**config.mk**
```make
export PLATFORM = sky130hd
export DESIGN_NAME = mult4_ex_unit
export DESIGN_NICKNAME = d
export VERILOG_FILES = /design/src/rtl/mult4_ex_unit.sv
export SDC_FILE = /design/constraint.sdc
export NUM_CORES = 2
export LEC_CHECK = 0
export ABC_AREA = 0
export CAP_MARGIN = 20
export CORE_UTILIZATION = 57
export DETAILED_ROUTE_END_ITERATION = 7
export PLACE_DENSITY = 0.9
export SLEW_MARGIN = 20
export SYNTH_ARGS = -nofsm -noshare
export SYNTH_HDL_FRONTEND = slang
export SYNTH_SLANG_ARGS = --single-unit
```
**constraint.sdc**
```tcl
create_clock -name clk -period 10.6 [get_ports clk]
set_clock_uncertainty 0.2 [all_clocks]
set_input_delay 2.12 -clock clk [delete_from_list [all_inputs] [get_ports clk]]
set_output_delay 2.12 -clock clk [all_outputs]
set_load 0.05 [all_outputs]
```
**src/rtl/mult4_ex_unit.sv**
```systemverilog
// Four-cycle iterative multiplier for the EX stage: consumes one quarter of the
// multiplier per cycle and hands a registered low-half product to EX/MEM.
module mult4_ex_unit #(
    parameter int DATA_W = 64
) (
    input  logic              clk,
    input  logic              arst,
    input  logic              mult_start,
    input  logic              flush,
    input  logic [DATA_W-1:0] op_a,
    input  logic [DATA_W-1:0] op_b,
    input  logic [4:0]        rd_in,
    output logic              stall,
    output logic              mult_done,
    output logic [DATA_W-1:0] mult_result,
    output logic [4:0]        mult_rd,
    output logic              mult_reg_write
);
    localparam int SLICE_W = DATA_W / 4;
    localparam int SH_W    = $clog2(DATA_W);

    typedef enum logic [1:0] {IDLE, BUSY, DONE} state_t;

    state_t             state_q, state_d;
    logic [1:0]         cnt_q, cnt_d;
    logic [DATA_W-1:0]  acc_q, acc_d;
    logic [DATA_W-1:0]  a_q, a_d;
    logic [DATA_W-1:0]  b_q, b_d;
    logic [4:0]         rd_lat_q, rd_lat_d;
    logic [DATA_W-1:0]  result_q, result_d;
    logic [4:0]         rd_q, rd_d;

    logic [SLICE_W-1:0] slice;
    logic [DATA_W-1:0]  pp;
    logic [SH_W-1:0]    shamt;
    logic               accept;

    // Unsigned slices: the truncated sum is the low half of either signed or unsigned product.
    always_comb begin
        slice = b_q[cnt_q*SLICE_W +: SLICE_W];
        pp    = a_q * DATA_W'(slice);
        shamt = SH_W'(cnt_q) * SH_W'(SLICE_W);
    end

    assign accept = (state_q == IDLE) && mult_start && !flush;

    always_comb begin
        state_d  = state_q;
        cnt_d    = cnt_q;
        acc_d    = acc_q;
        a_d      = a_q;
        b_d      = b_q;
        rd_lat_d = rd_lat_q;
        result_d = result_q;
        rd_d     = rd_q;
        case (state_q)
            IDLE: begin
                if (accept) begin
                    a_d      = op_a;
                    b_d      = op_b;
                    rd_lat_d = rd_in;
                    acc_d    = '0;
                    cnt_d    = 2'd0;
                    state_d  = BUSY;
                end
            end
            BUSY: begin
                if (flush) begin
                    state_d = IDLE;
                end else begin
                    acc_d = acc_q + (pp << shamt);
                    cnt_d = cnt_q + 2'd1;
                    if (cnt_q == 2'd3) begin
                        // Publish on the last slice so result/rd only change when done pulses.
                        result_d = acc_d;
                        rd_d     = rd_lat_q;
                        state_d  = DONE;
                    end
                end
            end
            DONE:    state_d = IDLE;
            default: state_d = IDLE;
        endcase
    end

    always_ff @(posedge clk or posedge arst) begin
        if (arst) begin
            state_q  <= IDLE;
            cnt_q    <= '0;
            acc_q    <= '0;
            a_q      <= '0;
            b_q      <= '0;
            rd_lat_q <= '0;
            result_q <= '0;
            rd_q     <= '0;
        end else begin
            state_q  <= state_d;
            cnt_q    <= cnt_d;
            acc_q    <= acc_d;
            a_q      <= a_d;
            b_q      <= b_d;
            rd_lat_q <= rd_lat_d;
            result_q <= result_d;
            rd_q     <= rd_d;
        end
    end

    // Reset forces stall low even if a held start would otherwise assert it.
    assign stall          = !arst && (accept || (state_q == BUSY));
    assign mult_done      = (state_q == DONE);
    assign mult_result    = result_q;
    assign mult_rd        = rd_q;
    assign mult_reg_write = mult_done && (rd_q != 5'd0);

endmodule

```
==> metrics.md <==
| Metric | Value |
|---|---|
| Largest net degree at the start of global routing | `157` |
| Avg Cell Area, Syn | `8.732 sq um` |
| Post-DP HPWL | `90290 um` |
| Post-synth EDFFs | `0` |
| Post-synth top area cell | `fa_1` |
| Final antenna-violating net count | `0` |
| Final worst path period need | `10510 ps` |
| Status | `finished, final reports clean` |
| Crit path largest cell delay | `580 ps` |
| Fin cells | `around 6000` |
| Post-Syn Area | `0.04110 sq mm` |
| CTS Buf Count | `34` |
| Area grow syn2layout | `14.21%` |
| Total Routed Length | `128800 um` |
| Async S/R FF share, synth | `between 90% and 100%` |
| Placed Instances | `around 5700` |
| Final Setup Violations | `0` |
| I/O Buffers | `208` |
| Slew @ Worst Pin | `959.6 ps` |
| R2r setup slk | `90 ps` |
| Top-Level Pins | `209` |
| Clk root buf | `clkbuf_16` |
| Worst slew margin | `36.03%` |
| Synth Flop Type | `dfrtp_1` |
| Crit path launch type | `flip-flop` |
| RSZ-0062 raised after global routing | `yes` |
| Gate Count Post-Synth | `about 4700` |
| Antenna violations before repair | `3` |
| Row cnt | `98` |
| DIE AREA | `0.07319 sq mm` |
| GRT Residual Overflow | `0` |
| WP data required | `between 10000 and 15000 ps` |
| # DRC | `0` |
| Top-area cell type share of the netlist area | `between 30 and 40%` |
| Skew-Pair Late Insertion Delay | `about 600 ps` |
| Yosys warns | `0` |
| CTS tree | `yes` |
| Number of global-route vias before repair | `36918` |
| Gp weighted congestion | `0.9825` |
| Fill cells | `approximately 5100` |
| Hold Vio Cnt, Final | `0` |
| Reg clk slew, reported paths | `70 ps` |
| Initial core utilization | `57.60%` |
| Via count | `35466` |
| Seq cells post-synth | `270` |
| Initial drt markers | `3783` |
| Synthesized net count | `about 5800` |
| CP endpoint kind | `flip-flop` |
| Setup CP Type | `reg2reg` |
| Fmax | `95.14 MHz` |
| Via/cell ratio | `6.065` |
| Most area-consuming cells after synthesis | `fa_1 (37%), dfrtp_1 (16%), nand2_1 (11%), inv_1 (7.0%), ha_1 (5.0%)` |
| HP Class | `reg2reg` |
| Seq/Total Area, Yosys | `between 15 and 20%` |
| Tot GR Track Use | `33.33%` |
| Cts hold-fix bufs | `0` |
| Period utilization | `99.16%` |
| Layout Nets | `5925` |
| H-tree depth | `2` |
| Die Ht | `270.5 um` |
| CP Max Fanout | `17` |
| Horiz. Die Dim | `270.5 um` |
| Mean routed wirelength per cell | `22.02 um` |
| Crit path top cell by count | `fa_1` |
| WP data arrival | `10760 ps` |
| Slowest-stage cell, CP | `fa_1` |
| CTS Sinks | `270` |
| Total of max-cap violations | `0` |
| Area of the core | `~0.071 sq mm` |
| Synth unique cells | `79` |
| First-pass GRT wire length | `193600 um` |
| Share of layout cells above drive strength 1 | `8.354%` |
| Slew Limit Fails | `0` |
| Max Root-Sink Buffers | `3` |
| DRT Pass-1 Iters | `8` |
## per-stage QoR
| stage | TNS [ps] | utilization [%] | worst slack (ps) | hold slack, ps | cell area [sq um] |
|---|---|---|---|---|---|
| final | 0 | 65.78 | 89.09 | 275.5 | 46940 |
| after global placement | 0 | 62.49 | 111.9 | 253.7 | 44600 |
| after CTS | 0 | 64.14 | 60.81 | 273.6 | 45770 |
| after global routing | -2517 | 65.77 | -225.9 | 293.5 | 46940 |
| after floorplan | 0 | - | 378.9 | 237.3 | 41100 |
| after detailed placement | -169.4 | 62.49 | -105.5 | 258.1 | 44600 |
## metal layers
metal  wire length, um  up-vias  track usage, %  part of all wire [%]
met5                 0        -               0                     0
met4              9241        0           16.49                   7.2
met3             15540      743           6.772                    12
met2             58980     2679           53.64                    46
met1             45020    17379           43.12                    35
li1                  -    14665               -                     -
## final cells by class
class                           instances  area, sq um  area share [%]
Timing Repair Buffer                  399         4040           8.607
Multi-Input combinational cell       3399        30910           65.85
Tap cell                              950         1189           2.532
Antenna cell                            2        5.005         0.01066
Inverter                              768         2890           6.157
Clock buffer                           45        942.2           2.007
Sequential cell                       270         6759           14.40
Clock inverter                         15        206.4          0.4398
## state kept, by name, indices dropped and copies added, names as in the netlist
name / flops
a_q: 64
acc_q: 64
mult_rd: 5
state_q: 2
rd_lat_q: 5
cnt_q: 2
mult_result: 64
b_q: 64
## worst max-delay path, delay by kind of cell, from the launching register on
family                     cells  cell delay (ps)
adders and majority gates      8             3850
AOI/OAI and AO/OA             10             2440
buffers and inverters         10             1250
and+or+nand+nor                8             1000
muxes                          2              740
DFF                            1              450
xor gates and xnor gates       2              410
## path summary, 6_finish.rpt
kind / endpoint / startpoint / cells after the start
min in group asynchronous: state_q[1] / arst / 2
max in group asynchronous: a_q[36] / arst / 3
worst max-delay path: mult_result[61] / cnt_q[0] / 40
worst min-delay path: mult_result[14] / mult_result[14] / 2
worst min register to register: mult_result[14] / mult_result[14] / 2
worst max register to register: mult_result[61] / cnt_q[0] / 40
## cells by family (layout without fill, tap and decap cells)
| family | count (synthesis) | in the layout | share of synthesized area, % |
|---|---|---|---|
| and+or+nand+nor | 1770 | 1770 | 18.79 |
| buffers and inverters | 1038 | 1227 | 9.580 |
| adders and majority gates | 916 | 916 | 41.64 |
| AOI/OAI and AO/OA | 507 | 507 | 8.332 |
| DFF | 270 | 270 | 16.44 |
| xor gates and xnor gates | 141 | 141 | 3.038 |
| muxes | 65 | 65 | 2.189 |
| other | 0 | 2 | 0 |
## cell usage in the layout, fill, tap and decap left out, types with 44 or more instances in the layout
cell	netlist	final
ha_1	163	153
a21o_1	64	64
a21oi_1	148	129
clkbuf_16	0	44
buf_4	0	151
dfrtp_1	270	268
nor2_1	116	109
o21ai_0	62	50
clkdlybuf4s50_1	0	208
nand2_1	1215	1212
inv_1	766	763
and2_1	299	297
fa_1	753	751
xnor2_1	101	95
a22o_1	62	62
## synthesized netlist by cell type (36+ instances only)
master / n
o21ai_0: 62
inv_1: 766
xor2_1: 39
nor2_1: 116
mux2_2: 36
xnor2_1: 101
a22o_1: 62
dfrtp_1: 270
clkbuf_1: 235
a21oi_1: 148
a21o_1: 64
nand2_1: 1215
fa_1: 753
and2_1: 299
ha_1: 163
## repair_timing
| item | CTS | global route |
|---|---|---|
| setup endpoints to repair | 2 | 37 |
| setup buffers | 1 | 42 |
| resized for setup | 5 | 123 |
| gates cloned | 0 | 10 |
| pin swaps | 0 | 50 |
Power is not shown: default switching activity piles up to over one toggle a cycle in this logic, so the estimate is an artifact.
